## config.mk

```make
export PLATFORM = sky130hd
export DESIGN_NAME = m68k_bus_xactor_flat
export DESIGN_NICKNAME = d
export VERILOG_FILES = /design/src/rtl/m68k_bus_xactor_if.sv /design/src/rtl/m68k_bus_xactor.sv /design/src/flat_wrapper.sv
export SDC_FILE = /design/constraint.sdc
export NUM_CORES = 1
export LEC_CHECK = 0
export CORE_MARGIN = 5
export CORE_UTILIZATION = 39
export CTS_CLUSTER_SIZE = 8
export DETAILED_ROUTE_END_ITERATION = 8
export PLACE_DENSITY = 0.72
export SYNTH_ARGS = -nofsm -noshare
export SYNTH_HDL_FRONTEND = slang
export SYNTH_SLANG_ARGS = --single-unit
```

## constraint.sdc

```tcl
create_clock -name clk40 -period 1.59 [get_ports clk40]
set_input_delay 0.318 -clock clk40 [delete_from_list [all_inputs] [get_ports clk40]]
set_output_delay 0.318 -clock clk40 [all_outputs]
set_load 0.01 [all_outputs]
```

## src/rtl/m68k_bus_xactor_if.sv

```systemverilog
// Command/response stream plus 68010 bus pins bundled for m68k_bus_xactor.
// Latency: none, this is a signal bundle only.
// Backpressure: cmd_valid/cmd_ready handshake; rsp_valid is a one-cycle pulse with no ready.
// Ports: master = transactor side, slave = command source plus board bus model.
interface m68k_bus_xactor_if #(
  parameter int ADDR_W = 23
);
  // command stream
  logic              cmd_valid;
  logic              cmd_ready;
  logic              cmd_rw;
  logic              cmd_size;
  logic [ADDR_W:0]   cmd_addr;
  logic [2:0]        cmd_fc;
  logic [15:0]       cmd_wdata;
  // response stream
  logic              rsp_valid;
  logic [15:0]       rsp_rdata;
  logic              rsp_err;
  logic              rsp_timeout;
  logic              rsp_addrerr;
  logic              rsp_vpa;
  // 68010 bus
  logic [ADDR_W-1:0] addr;
  logic [2:0]        fc;
  logic              as_n;
  logic              uds_n;
  logic              lds_n;
  logic              rw_n;
  logic              bus_oe;
  logic [15:0]       dout;
  logic              dout_oe;
  logic [15:0]       din;
  logic              dtack_n;
  logic              berr_n;
  logic              vpa_n;
  logic              br_n;
  logic              bgack_n;
  logic              bg_n;

  modport master (
    input  cmd_valid, cmd_rw, cmd_size, cmd_addr, cmd_fc, cmd_wdata,
    output cmd_ready,
    output rsp_valid, rsp_rdata, rsp_err, rsp_timeout, rsp_addrerr, rsp_vpa,
    output addr, fc, as_n, uds_n, lds_n, rw_n, bus_oe, dout, dout_oe, bg_n,
    input  din, dtack_n, berr_n, vpa_n, br_n, bgack_n
  );

  modport slave (
    output cmd_valid, cmd_rw, cmd_size, cmd_addr, cmd_fc, cmd_wdata,
    input  cmd_ready,
    input  rsp_valid, rsp_rdata, rsp_err, rsp_timeout, rsp_addrerr, rsp_vpa,
    input  addr, fc, as_n, uds_n, lds_n, rw_n, bus_oe, dout, dout_oe, bg_n,
    output din, dtack_n, berr_n, vpa_n, br_n, bgack_n
  );
endinterface

```

## src/rtl/m68k_bus_xactor.sv

```systemverilog
// 68010-style bus master: turns valid/ready commands into AS/UDS/LDS/DTACK bus cycles.
// Latency: SETUP cycles to AS, then until DTACK/BERR/VPA (after SYNC_STAGES) or TIMEOUT; response in END.
// Backpressure: cmd_ready only in IDLE with no bus request pending; rsp_valid cannot be stalled.
// Ports: clk40/reset (sync, active high), bus = m68k_bus_xactor_if.master (command, response, bus pins).
module m68k_bus_xactor #(
  parameter int ADDR_W      = 23,
  parameter int SETUP       = 1,
  parameter int TIMEOUT     = 256,
  parameter int SYNC_STAGES = 2
) (
  input  logic              clk40,
  input  logic              reset,
  m68k_bus_xactor_if.master bus
);
  localparam int SC_W = (SETUP > 1) ? $clog2(SETUP) : 1;
  localparam int TW   = $clog2(TIMEOUT + 2);

  typedef enum logic [2:0] {
    S_IDLE, S_ADDR, S_STROBE, S_WAIT, S_END, S_RECOVER, S_GRANT
  } state_t;

  state_t            r_state;
  logic              r_as_n, r_uds_n, r_lds_n, r_rw_n, r_bg_n, r_bus_oe, r_dout_oe;
  logic              r_use_u, r_use_l;
  logic [ADDR_W-1:0] r_addr;
  logic [2:0]        r_fc;
  logic [15:0]       r_dout;
  logic              r_rsp_valid, r_rsp_err, r_rsp_timeout, r_rsp_addrerr, r_rsp_vpa;
  logic [15:0]       r_rsp_rdata;
  logic [SC_W-1:0]   r_setup_cnt;
  logic [TW-1:0]     r_tmr;

  // Asynchronous bus inputs, order {dtack, berr, vpa, br, bgack}; idle high.
  logic [4:0] w_raw, w_sync;
  assign w_raw = {bus.dtack_n, bus.berr_n, bus.vpa_n, bus.br_n, bus.bgack_n};

  generate
    if (SYNC_STAGES == 0) begin : g_nosync
      assign w_sync = w_raw;
    end else begin : g_sync
      logic [4:0] r_pipe [SYNC_STAGES];
      always_ff @(posedge clk40) begin
        if (reset) begin
          for (int i = 0; i < SYNC_STAGES; i++) r_pipe[i] <= '1;
        end else begin
          r_pipe[0] <= w_raw;
          for (int i = 1; i < SYNC_STAGES; i++) r_pipe[i] <= r_pipe[i-1];
        end
      end
      assign w_sync = r_pipe[SYNC_STAGES-1];
    end
  endgenerate

  logic w_dtack_n, w_berr_n, w_vpa_n, w_br_n, w_bgack_n;
  assign {w_dtack_n, w_berr_n, w_vpa_n, w_br_n, w_bgack_n} = w_sync;

  // Timer holds the number of cycles elapsed since STROBE entry, current cycle included.
  logic w_to_hit, w_term, w_is_to;
  assign w_to_hit = (TIMEOUT != 0) && (r_tmr == TW'(TIMEOUT));
  assign w_term   = !w_berr_n || !w_dtack_n || !w_vpa_n || w_to_hit;
  assign w_is_to  = w_berr_n && w_dtack_n && w_vpa_n;

  always_ff @(posedge clk40) begin
    if (reset) begin
      r_state       <= S_IDLE;
      r_as_n        <= 1'b1;
      r_uds_n       <= 1'b1;
      r_lds_n       <= 1'b1;
      r_rw_n        <= 1'b1;
      r_bg_n        <= 1'b1;
      r_bus_oe      <= 1'b1;
      r_dout_oe     <= 1'b0;
      r_use_u       <= 1'b0;
      r_use_l       <= 1'b0;
      r_addr        <= '0;
      r_fc          <= '0;
      r_dout        <= '0;
      r_rsp_valid   <= 1'b0;
      r_rsp_err     <= 1'b0;
      r_rsp_timeout <= 1'b0;
      r_rsp_addrerr <= 1'b0;
      r_rsp_vpa     <= 1'b0;
      r_rsp_rdata   <= '0;
      r_setup_cnt   <= '0;
      r_tmr         <= '0;
    end else begin
      r_rsp_valid <= 1'b0;
      case (r_state)
        S_IDLE: begin
          if (!w_br_n) begin
            // A pending bus request wins over a same-cycle command.
            r_state  <= S_GRANT;
            r_bg_n   <= 1'b0;
            r_bus_oe <= 1'b0;
          end else if (bus.cmd_valid) begin
            if (bus.cmd_size && bus.cmd_addr[0]) begin
              // Odd word access: answer immediately, no bus cycle.
              r_rsp_valid   <= 1'b1;
              r_rsp_err     <= 1'b1;
              r_rsp_addrerr <= 1'b1;
              r_rsp_timeout <= 1'b0;
              r_rsp_vpa     <= 1'b0;
            end else begin
              r_state     <= S_ADDR;
              r_addr      <= bus.cmd_addr[ADDR_W:1];
              r_fc        <= bus.cmd_fc;
              r_rw_n      <= bus.cmd_rw;
              r_dout      <= bus.cmd_wdata;
              r_dout_oe   <= !bus.cmd_rw;
              r_use_u     <= bus.cmd_size || !bus.cmd_addr[0];
              r_use_l     <= bus.cmd_size ||  bus.cmd_addr[0];
              r_setup_cnt <= '0;
            end
          end
        end
        S_ADDR: begin
          if (r_setup_cnt == SC_W'(SETUP - 1)) begin
            r_state <= S_STROBE;
            r_as_n  <= 1'b0;
            r_tmr   <= TW'(1);
            if (r_rw_n) begin
              r_uds_n <= !r_use_u;
              r_lds_n <= !r_use_l;
            end
          end else begin
            r_setup_cnt <= r_setup_cnt + SC_W'(1);
          end
        end
        S_STROBE: begin
          // Writes qualify the lanes a cycle after AS so data is stable first.
          r_state <= S_WAIT;
          r_tmr   <= r_tmr + TW'(1);
          if (!r_rw_n) begin
            r_uds_n <= !r_use_u;
            r_lds_n <= !r_use_l;
          end
        end
        S_WAIT: begin
          r_tmr <= r_tmr + TW'(1);
          if (w_term) begin
            r_state       <= S_END;
            r_as_n        <= 1'b1;
            r_uds_n       <= 1'b1;
            r_lds_n       <= 1'b1;
            r_rsp_valid   <= 1'b1;
            r_rsp_err     <= !w_berr_n || w_is_to;
            r_rsp_timeout <= w_is_to;
            r_rsp_vpa     <= w_berr_n && w_dtack_n && !w_vpa_n;
            r_rsp_addrerr <= 1'b0;
            if (r_rw_n && !w_is_to) r_rsp_rdata <= bus.din;
          end
        end
        S_END: begin
          r_state   <= S_RECOVER;
          r_rw_n    <= 1'b1;
          r_dout_oe <= 1'b0;
        end
        S_RECOVER: begin
          // Hold off until the slave has released every termination line.
          if (w_dtack_n && w_berr_n && w_vpa_n) r_state <= S_IDLE;
        end
        S_GRANT: begin
          if (!w_bgack_n) r_bg_n <= 1'b1;
          if (w_br_n && w_bgack_n) begin
            r_state  <= S_IDLE;
            r_bg_n   <= 1'b1;
            r_bus_oe <= 1'b1;
          end
        end
        default: r_state <= S_IDLE;
      endcase
    end
  end

  assign bus.cmd_ready   = (r_state == S_IDLE) && w_br_n && !reset;
  assign bus.rsp_valid   = r_rsp_valid;
  assign bus.rsp_rdata   = r_rsp_rdata;
  assign bus.rsp_err     = r_rsp_err;
  assign bus.rsp_timeout = r_rsp_timeout;
  assign bus.rsp_addrerr = r_rsp_addrerr;
  assign bus.rsp_vpa     = r_rsp_vpa;
  assign bus.addr        = r_addr;
  assign bus.fc          = r_fc;
  assign bus.as_n        = r_as_n;
  assign bus.uds_n       = r_uds_n;
  assign bus.lds_n       = r_lds_n;
  assign bus.rw_n        = r_rw_n;
  assign bus.bus_oe      = r_bus_oe;
  assign bus.dout        = r_dout;
  assign bus.dout_oe     = r_dout_oe;
  assign bus.bg_n        = r_bg_n;
endmodule

```

## src/flat_wrapper.sv

```systemverilog
// flat-port wrapper written by rule: the top's interface ports become plain ports
module m68k_bus_xactor_flat 
#(
  parameter int ADDR_W      = 23,
  parameter int SETUP       = 1,
  parameter int TIMEOUT     = 256,
  parameter int SYNC_STAGES = 2
)
  (clk40, reset, bus_cmd_valid, bus_cmd_rw, bus_cmd_size, bus_cmd_addr, bus_cmd_fc, bus_cmd_wdata, bus_cmd_ready, bus_rsp_valid, bus_rsp_rdata, bus_rsp_err, bus_rsp_timeout, bus_rsp_addrerr, bus_rsp_vpa, bus_addr, bus_fc, bus_as_n, bus_uds_n, bus_lds_n, bus_rw_n, bus_bus_oe, bus_dout, bus_dout_oe, bus_bg_n, bus_din, bus_dtack_n, bus_berr_n, bus_vpa_n, bus_br_n, bus_bgack_n);
  m68k_bus_xactor_if #(.ADDR_W(ADDR_W)) bus_i ();
  input  logic clk40;
  input  logic reset;
  input wire logic [$bits(bus_i.cmd_valid)-1:0] bus_cmd_valid;
  input wire logic [$bits(bus_i.cmd_rw)-1:0] bus_cmd_rw;
  input wire logic [$bits(bus_i.cmd_size)-1:0] bus_cmd_size;
  input wire logic [$bits(bus_i.cmd_addr)-1:0] bus_cmd_addr;
  input wire logic [$bits(bus_i.cmd_fc)-1:0] bus_cmd_fc;
  input wire logic [$bits(bus_i.cmd_wdata)-1:0] bus_cmd_wdata;
  output wire logic [$bits(bus_i.cmd_ready)-1:0] bus_cmd_ready;
  output wire logic [$bits(bus_i.rsp_valid)-1:0] bus_rsp_valid;
  output wire logic [$bits(bus_i.rsp_rdata)-1:0] bus_rsp_rdata;
  output wire logic [$bits(bus_i.rsp_err)-1:0] bus_rsp_err;
  output wire logic [$bits(bus_i.rsp_timeout)-1:0] bus_rsp_timeout;
  output wire logic [$bits(bus_i.rsp_addrerr)-1:0] bus_rsp_addrerr;
  output wire logic [$bits(bus_i.rsp_vpa)-1:0] bus_rsp_vpa;
  output wire logic [$bits(bus_i.addr)-1:0] bus_addr;
  output wire logic [$bits(bus_i.fc)-1:0] bus_fc;
  output wire logic [$bits(bus_i.as_n)-1:0] bus_as_n;
  output wire logic [$bits(bus_i.uds_n)-1:0] bus_uds_n;
  output wire logic [$bits(bus_i.lds_n)-1:0] bus_lds_n;
  output wire logic [$bits(bus_i.rw_n)-1:0] bus_rw_n;
  output wire logic [$bits(bus_i.bus_oe)-1:0] bus_bus_oe;
  output wire logic [$bits(bus_i.dout)-1:0] bus_dout;
  output wire logic [$bits(bus_i.dout_oe)-1:0] bus_dout_oe;
  output wire logic [$bits(bus_i.bg_n)-1:0] bus_bg_n;
  input wire logic [$bits(bus_i.din)-1:0] bus_din;
  input wire logic [$bits(bus_i.dtack_n)-1:0] bus_dtack_n;
  input wire logic [$bits(bus_i.berr_n)-1:0] bus_berr_n;
  input wire logic [$bits(bus_i.vpa_n)-1:0] bus_vpa_n;
  input wire logic [$bits(bus_i.br_n)-1:0] bus_br_n;
  input wire logic [$bits(bus_i.bgack_n)-1:0] bus_bgack_n;
  assign bus_i.cmd_valid = bus_cmd_valid;
  assign bus_i.cmd_rw = bus_cmd_rw;
  assign bus_i.cmd_size = bus_cmd_size;
  assign bus_i.cmd_addr = bus_cmd_addr;
  assign bus_i.cmd_fc = bus_cmd_fc;
  assign bus_i.cmd_wdata = bus_cmd_wdata;
  assign bus_cmd_ready = bus_i.cmd_ready;
  assign bus_rsp_valid = bus_i.rsp_valid;
  assign bus_rsp_rdata = bus_i.rsp_rdata;
  assign bus_rsp_err = bus_i.rsp_err;
  assign bus_rsp_timeout = bus_i.rsp_timeout;
  assign bus_rsp_addrerr = bus_i.rsp_addrerr;
  assign bus_rsp_vpa = bus_i.rsp_vpa;
  assign bus_addr = bus_i.addr;
  assign bus_fc = bus_i.fc;
  assign bus_as_n = bus_i.as_n;
  assign bus_uds_n = bus_i.uds_n;
  assign bus_lds_n = bus_i.lds_n;
  assign bus_rw_n = bus_i.rw_n;
  assign bus_bus_oe = bus_i.bus_oe;
  assign bus_dout = bus_i.dout;
  assign bus_dout_oe = bus_i.dout_oe;
  assign bus_bg_n = bus_i.bg_n;
  assign bus_i.din = bus_din;
  assign bus_i.dtack_n = bus_dtack_n;
  assign bus_i.berr_n = bus_berr_n;
  assign bus_i.vpa_n = bus_vpa_n;
  assign bus_i.br_n = bus_br_n;
  assign bus_i.bgack_n = bus_bgack_n;
  m68k_bus_xactor #(.ADDR_W(ADDR_W), .SETUP(SETUP), .TIMEOUT(TIMEOUT), .SYNC_STAGES(SYNC_STAGES)) u_core (.clk40(clk40), .reset(reset), .bus(bus_i));
endmodule
```

### Word-level counts from Yosys, hierarchy flattened

Memories as Yosys holds them, arrays and structs flattened.
Index checks and enable logic that the tools add are counted.

| operators by class | value |
|---|---|
| bitwise gates (word level) | 3 |
| eq/ne operators | 21 |
| $add $sub $neg | 2 |
| reductions and logical operators | 43 |
| multiplexer cells | 64 |

Operators by type and width:

| operator | number |
|---|---|
| 1-bit 2-to-1 mux | 39 |
| 1-bit one-hot mux with 2 select lines | 11 |
| 3-bit 2-to-1 mux | 7 |
| 3-bit one-hot mux with 7 select lines | 1 |
| 9-bit one-hot mux with 2 select lines | 1 |
| 2-bit by 1-bit inequality test with 1-bit output (second input constant) | 6 |
| 3-bit AND reduction | 4 |
| 4-bit AND reduction | 3 |
| 2-bit nonzero test | 6 |
| 5-bit 2-to-1 mux | 2 |
| 2-bit inequality test (second input constant) | 5 |
| 5-bit AND reduction | 2 |
| 9-bit by 1-bit adder with 9-bit output (second input constant) | 1 |
| 3-bit == test (second input constant) | 3 |
| 9-bit == test (second input constant) | 1 |
| 1-bit logical NOT | 9 |
| 9-bit 2-to-1 mux | 1 |
| 3-bit inequality test (second input constant) | 3 |
| 1-bit logical AND | 8 |
| 3-bit by 2-bit == test with 1-bit output (second input constant) | 2 |
| 1-bit logical OR | 6 |
| 1-bit one-hot mux with 3 select lines | 2 |
| 6-bit AND reduction | 1 |
| 3-bit by 1-bit == test with 1-bit output (second input constant) | 1 |
| 7 further kinds | 8 |

| word-level totals | value |
|---|---|
| register bits | 85 |
| bits in writable memories | 10 |
| output and inout port bits | 71 |
| memories | 1 |

Memory list:

| memory | words | width | rd ports | clocked after Yosys merged registers in | write ports | line | text |
|---|---|---|---|---|---|---|---|
| u_core.g_sync.r_pipe | 2 | 5 | 2 | 0 | 2 | m68k_bus_xactor.sv:41 | `logic [4:0] r_pipe [SYNC_STAGES];` |

### Longest topological paths before layout

Gate-level depths: netlist of run 1.

| logic depth | value |
|---|---|
| depth after elaboration | 6 |
| depth in mapped cells | 8 |
| depth with buffers taken out | 6 |

### Worst setup path before layout of run 1

OpenSTA, ideal clock, no wires.

| timing path | value |
|---|---|
| path type | reg-to-reg |
| start point | reg u_core.r_state[1] |
| end point | reg u_core.r_addr[0], in the netlist u_core.bus.addr[0] |
| path buffers | 4 |
| setup slack | -0.150 ns |
| period minus slack after synthesis | 1.740 ns |
| setup time | 0.132 ns |
| cell stages (with the launch flop) | 9 |
| data arrival time | 1.608 ns |
| cells stage by stage | dfxtp_1 -> buf_6 -> or2_0 -> buf_2 -> or4_4 -> buf_6 -> buf_6 -> nand2_1 -> a21oi_1 |

| on the way | value |
|---|---|
| word-level cells in the longest chain between the ends | 2 |

RTL lines:

| element | line | text |
|---|---|---|
| start, declared | m68k_bus_xactor.sv:22 | `state_t r_state;` |
| start signal, assigned | m68k_bus_xactor.sv:65 | `r_state <= S_IDLE;` |
| start signal, assigned | m68k_bus_xactor.sv:92 | `r_state <= S_GRANT;` |
| start signal, assigned | m68k_bus_xactor.sv:104 | `r_state <= S_ADDR;` |
| 3-bit logical NOT | m68k_bus_xactor.sv:88 | `case (r_state)` |
| 4-bit AND reduction (no line) | n/a |  |
| end signal, assigned | m68k_bus_xactor.sv:105 | `r_addr <= bus.cmd_addr[ADDR_W:1];` |
| end, declared | m68k_bus_xactor.sv:25 | `logic [ADDR_W-1:0] r_addr;` |

No other way between the ends.
A chain may end at the register's enable or synchronous reset.

### Final worst setup path of run 1

| timing path | value |
|---|---|
| start point | reg u_core.r_state[1] |
| end point | out bus_cmd_ready |

| on the way | value |
|---|---|
| word-level cells in the longest chain between the ends | 3 |

RTL lines:

| element | line | text |
|---|---|---|
| 3-bit logical NOT | m68k_bus_xactor.sv:175 | `assign bus.cmd_ready = (r_state == S_IDLE) && w_br_n && !reset;` |
| 1-bit logical AND (2 in series) | m68k_bus_xactor.sv:175 |  |
| end, declared | flat_wrapper.sv:19 | `output wire logic [$bits(bus_i.cmd_ready)-1:0] bus_cmd_ready;` |

No other way between the ends.

==> results of run 1 <==
==> flip-flops by register name, summed over array words and instances (netlist names), 3 cells and up <==
signal                flops
u_core.bus.dout          16
u_core.r_tmr              9
u_core.bus.rsp_rdata     16
u_core.bus.fc             3
u_core.g_sync.r_pipe     10
u_core.bus.addr          23
u_core.r_state            3
==> through the flow <==
step | setup TNS [ns] | hold slack [ns] | total power, mW | std cells
finish | -0.662 | 0.361 | 5.73 | 703
CTS | -1.39 | 0.367 | 5.76 | 701
detailed placement | -18.51 | 0.395 | 4.19 | 684
floorplan | -2.39 | 0.389 | 3.45 | 432
global placement | -17.08 | 0.391 | 4.15 | 684
global route | -3.43 | 0.372 | 6.06 | 703
==> repair_timing <==
item,in CTS,in global routing
pin swaps,2,6
cloned,0,1
setup buffers,1,1
endpoints found under the setup margin,84,105
gates resized for setup,26,65
==> path summary, 6_finish.rpt <==
path	from	endpoint	slack [ns]	cells past startpoint
setup / recovery	u_core.r_state[1]	bus_cmd_ready	-0.05	4
hold reg to reg	u_core.g_sync.r_pipe[0][3]	u_core.g_sync.r_pipe[0][8]	0.42	1
setup reg to reg	u_core.r_state[1]	u_core.bus.addr[12]	-0.04	6
hold / removal	bus_cmd_size	u_core.r_use_l	0.36	3
==> cells in the final DEF (no fill, tap or decap), types with 3 or more instances in the layout <==
cell type / instances
nor3_1: 3
nor2b_1: 5
nor2_1: 14
dlygate4sd2_1: 16
buf_4: 30
dlymetal6s2s_1: 51
buf_6: 3
a22oi_1: 3
clkbuf_8: 9
and3_1: 3
or2_2: 11
inv_1: 5
dfxtp_1: 93
a21oi_1: 69
xnor2_1: 6
nor4_1: 3
nand2_1: 130
clkdlybuf4s50_1: 70
o21ai_0: 10
nand4_1: 3
==> area by class of cell <==
class / count / area, um2
fillers: 787 / 3500
flip-flops and latches: 94 / 1880
repair buffers: 174 / 1790
multi-input cells: 303 / 1580
well taps: 111 / 139
clock buffers: 9 / 124
clock inverters: 7 / 73.8
inverters: 5 / 18.8
==> layer usage <==
metal / up-vias / GRT usage, % / wire length (um)
met5: - / 0 / 0
met4: 0 / 4.72 / 140
met3: 14 / 6.74 / 899
met2: 126 / 29.4 / 4760
met1: 1575 / 20.5 / 4290
li1: 1750 / - / -
==> kinds of logic after synthesis <==
logic type	count (synthesis)	synth area share, %
compound gates	98	15.1
fa+ha+maj	2	0.697
buf+inv	35	5.13
xor+xnor	6	1.46
flops	94	52.4
mux	1	0.279
simple gates	196	24.9
==> critical path: stages, from the launching register on <==
cell and delay [ns]:
dfxtp_2 0.33, or2_4 0.25, nor2_2 0.09, and3_1 0.17, buf_2 0.13
==> power by group through the flow <==
stage | clock network (mW) | registers (mW) | logic (mW)
floorplan | 0 | 2.77 | 0.684
global placement | 0 | 2.70 | 1.46
detailed placement | 0 | 2.71 | 1.48
CTS | 1.62 | 2.65 | 1.49
global route | 1.73 | 2.68 | 1.65
finish | 1.58 | 2.65 | 1.51
==> results.py, run 1 <==
metrics = {
    "sta": {
        "setup_slack_ns": -0.0537,
        "timing.final.crit_share_pct": 103,
        "skew_ns": 0.0120,
        "layout_min_cycle_time_ns": 1.64,
        "drv_slew": 0,
        "finalHoldViolations": 0,
        "relSlewSlack_pct": 62.0,
        "rsz0062_at_grt": "true",
        "worst_pin_slew_ns": 0.569,
        "setup_viol_count_final": 43,
        "fmax_mhz": 608,
    },
    "drt": {
        "wirelength_mm": 10.1,
        "ant_nets": 0,
        "drcViolationCount": 0,
        "vias": 3465,
        "viasPerCell": 4.93,
        "wl_per_cell_um": 14.4,
        "firstDrtPassIters": 5,
        "drtIter0Drc": 193,
    },
    "place": {
        "place_ws_ns": -0.432,
        "hpwl_mm": 7.02,
        "dpl_cell_area_um2": 5210,
        "gp_congestion": 0.814,
        "portBuffers": 139,
    },
    "critical_path": {
        "worstPathRequired_ns": 1.27,
        "critPathMaxFanout": 2,
        "critical_path_arrival_ns": 1.33,
        "crit_path_end_kind": "output port",
        "critPathKind": "flip-flop to output port",
        "start_kind": "flip-flop",
    },
    "global_routing": {
        "grt-ovfl-total": 0,
        "antenna_found_initial": 0,
        "grt_pass1_wl_mm": 15.9,
        "grt_pass1_vias": 3375,
        "grt_usage_pct": 17.4,
        "grt_max_degree": 56,
    },
    "cts": {
        "cts_root_buffer": "clkbuf_8",
        "cts.clk_slew.worst_paths_ns": 0.09,
        "cts_tree": "done",
        "clkLatencyLatePin_ns": 0.36,
        "htreeDepth": 3,
        "cts_buffers": 9,
        "cts.sinks": 94,
        "holdBufCountCts": 0,
        "clockBufferDepth": 2,
    },
    "power": {
        "p_sw_mw": 1.68,
        "internal-power_mw": 4.06,
        "switching_share_pct": 29.2,
        "powerDensity_nw_per_um2": 1020,
        "seqPwrFrac_pct": 46.2,
        "ir_drop_mv": 0.511,
        "p_clk_share_pct": 27.5,
        "combPwrFrac_pct": 26.3,
        "p_leak_nw": 2.93,
    },
    "synth": {
        "synth_cells": 432,
        "synth_ff_type": "dfxtp_1",
        "netlist_area_um2": 3590,
        "synthTopCellsByCount": "130 x nand2_1, 94 x dfxtp_1, 71 x a21oi_1, 17 x clkbuf_1, 15 x nor2_1",
        "yosysSeqAreaShare_pct": 52.4,
        "yosysUniqueCellTypes": 47,
        "synth_most_common_cell": "nand2_1",
        "synth_top_cell_by_area": "dfxtp_1",
        "synth_enable_flop_cells": 0,
        "synthTopCellsByArea": "dfxtp_1 52%, nand2_1 14%, a21oi_1 9.9%",
        "synth_fp_nets": 503,
        "yosys_register_bits": 94,
        "yosysTopAreaCellShare_pct": 52.4,
        "async_flop_share_pct": 0,
        "yosys_warnings": 0,
        "syn_avg_cell_area_um2": 8.31,
    },
    "finish": {
        "drive_above_1_share_pct": 13.5,
        "final_cell_area_um2": 5610,
        "nNetsFinal": 658,
        "antennaDiodeCount": 0,
        "fin_util_pct": 61.5,
        "syn_to_final_growth_pct": 56.2,
    },
    "status": {
        "status": "complete, but fails checks",
        "violations": "setup timing",
    },
    "floorplan": {
        "die_width_um": 106,
        "start_util_pct": 39.4,
        "core_um2": 9110,
        "die_h_um": 106,
        "rows": 35,
        "die-area_um2": 11200,
        "io_pins": 140,
    },
    "worst_hold_path": {
        "hold_class": "primary input to flip-flop",
    },
    "flow_run": {
        "cap_violations": 0,
    },
}
Note: power is estimated with default switching activity, not from simulation.
==> inputs of run 2 (changes only) <==
==> constraint.sdc (replaced) <==
create_clock -name clk40 -period 1.59 [get_ports clk40]
set_input_delay 0.2385 -clock clk40 [delete_from_list [all_inputs] [get_ports clk40]]
set_output_delay 0.2385 -clock clk40 [all_outputs]
set_load 0.01 [all_outputs]
==> run 2 against run 1 <==
  * The flow still finishes with violations (setup timing)
  * Global-route usage grew 0.33 points
  * Worst hold slack worse by 0.061 ns
  * Cell count increased by 1.0%
==> results.py, run 2 (synthesized netlist as in run 1, its figures left out) <==
metrics = {
    "power": {
        "seqPwrFrac_pct": 44.5,
        "p_clk_share_pct": 27.5,
        "powerDensity_nw_per_um2": 1060,
        "combPwrFrac_pct": 28.0,
        "internal-power_mw": 4.25,
        "switching_share_pct": 29.0,
        "p_leak_nw": 2.11,
        "p_sw_mw": 1.73,
        "power_mw": 5.99,
        "ir_drop_mv": 0.412,
    },
    "global_routing": {
        "antenna_found_initial": 0,
        "grt_max_degree": 44,
        "grt_usage_pct": 17.7,
        "grt_pass1_vias": 3354,
        "grt_pass1_wl_mm": 16.3,
        "grt-ovfl-total": 0,
    },
    "critical_path": {
        "max_stage_delay_ns": 0.54,
        "r2r_end": "u_core.bus.dout_oe",
        "rr_worst_depth": 5,
        "rrSetupSlack_ns": -0.03,
        "critPathMaxFanout": 5,
        "worstPathRequired_ns": 1.88,
        "crit_path_cell_trace": "or2_4, buf_6, or4_4, a21o_1, a21oi_2",
        "reg2reg_from": "u_core.r_state[1]",
        "critPathKind": "flip-flop to flip-flop",
        "critical_path_arrival_ns": 1.91,
        "start_kind": "flip-flop",
        "crit_path_end_kind": "flip-flop",
        "critPathSlowestCell": "or4_4",
    },
    "finish": {
        "final_common_cell": "clkdlybuf4s50_1",
        "fillers": 770,
        "syn_to_final_growth_pct": 57.2,
        "largest_register_ffs": 23,
        "layout_common_cells": "134 x clkdlybuf4s50_1, 130 x nand2_1, 90 x dfxtp_1",
        "drive_above_1_share_pct": 15.9,
        "antennaDiodeCount": 0,
        "fin_cells": 710,
        "nNetsFinal": 666,
        "final_cell_area_um2": 5640,
    },
    "worst_hold_path": {
        "hold-path-cell-count": 3,
        "min_from": "bus_cmd_valid",
        "min_to": "u_core.r_use_u",
        "hold_class": "primary input to flip-flop",
    },
    "sta": {
        "layout_min_cycle_time_ns": 1.62,
        "skew_ns": 0.0102,
        "drv_slew": 0,
        "rsz0062_at_grt": "true",
        "setup_slack_ns": -0.0348,
        "relSlewSlack_pct": 63.5,
        "setup_viol_count_final": 38,
        "finalHoldViolations": 0,
        "hold_slack_ns": 0.300,
        "fmax_mhz": 615,
        "timing.final.crit_share_pct": 102,
        "worst_pin_slew_ns": 0.546,
    },
    "flow_run": {
        "cap_violations": 0,
    },
    "cts": {
        "holdBufCountCts": 0,
        "clkLatencyLatePin_ns": 0.36,
        "cts_tree": "done",
        "htreeDepth": 3,
        "cts.clk_slew.worst_paths_ns": 0.09,
        "clockBufferDepth": 2,
        "cts.sinks": 94,
        "cts_buffers": 9,
        "cts_root_buffer": "clkbuf_8",
    },
    "drt": {
        "drtIter0Drc": 115,
        "vias": 3497,
        "wirelength_mm": 10.4,
        "firstDrtPassIters": 4,
        "drcViolationCount": 0,
        "ant_nets": 0,
        "wl_per_cell_um": 14.6,
        "viasPerCell": 4.93,
    },
    "status": {
        "violations": "setup timing",
        "status": "complete, but fails checks",
    },
    "floorplan": {
        "die_h_um": 106,
        "die_width_um": 106,
        "core_um2": 9110,
        "start_util_pct": 39.4,
        "die-area_um2": 11200,
        "rows": 35,
        "io_pins": 140,
    },
    "place": {
        "place_ws_ns": -0.382,
        "portBuffers": 139,
        "dp_cells": 684,
        "hpwl_mm": 6.99,
        "gp_congestion": 0.814,
        "dpl_cell_area_um2": 5210,
    },
}
[run 2: worst max-delay path by stage]
stage                                 start                  to  slack [ns]
after floorplan           u_core.r_state[1]  u_core.bus.addr[0]       -0.06
after global placement         bus_cmd_size  u_core.bus.addr[0]       -0.33
after detailed placement       bus_cmd_size    u_core.bus.fc[2]       -0.38
after CTS                 u_core.r_state[0]       bus_cmd_ready        -0.1
after global routing      u_core.r_state[0]  u_core.bus.dout[2]       -0.09
final                     u_core.r_state[1]  u_core.bus.dout_oe       -0.03
[run 2: layer usage]
layer / routed length (um) / global-route usage [%]
met1: 4450 / 22.2
met2: 4910 / 29.2
met3: 867 / 5.34
met4: 122 / 5.64
met5: 0 / 0
[run 2: cell type report]
class | instances | area [um2] | share of cell area, %
Sequential cell | 94 | 1890 | 33.5
Timing Repair Buffer | 182 | 1790 | 31.8
Multi-Input combinational cell | 303 | 1600 | 28.3
Tap cell | 111 | 139 | 2.46
Clock buffer | 10 | 138 | 2.44
Clock inverter | 5 | 67.6 | 1.20
Inverter | 5 | 18.8 | 0.333
[run 2: critical path: cells and delay by family, from the launching register on]
family	cells	cell delay, ns
compound gates	2	0.31
flops	1	0.33
buf+inv	1	0.13
simple gates	2	0.79
[run 2: timing repair]
action | CTS | global route
cloned | 3 | 1
gates resized for setup | 8 | 26
setup endpoints to repair | 61 | 54
pin swaps | 1 | 4
setup buffers | 5 | 2
[run 2: per-stage QoR]
step	utilization (%)	setup TNS, ns
finish	61.9	-0.495
detailed placement	57.2	-15.55
global route	61.9	-3.05
global placement	57.2	-14.40
CTS	60.7	-0.638
floorplan	-	-2.39
[run 2: power groups by stage]
stage	Sequential [mW]	Combinational, mW	Clock [mW]
floorplan	2.77	0.684	0
global placement	2.71	1.44	0
detailed placement	2.72	1.47	0
CTS	2.66	1.57	1.69
global route	2.69	1.82	1.79
finish	2.67	1.68	1.65
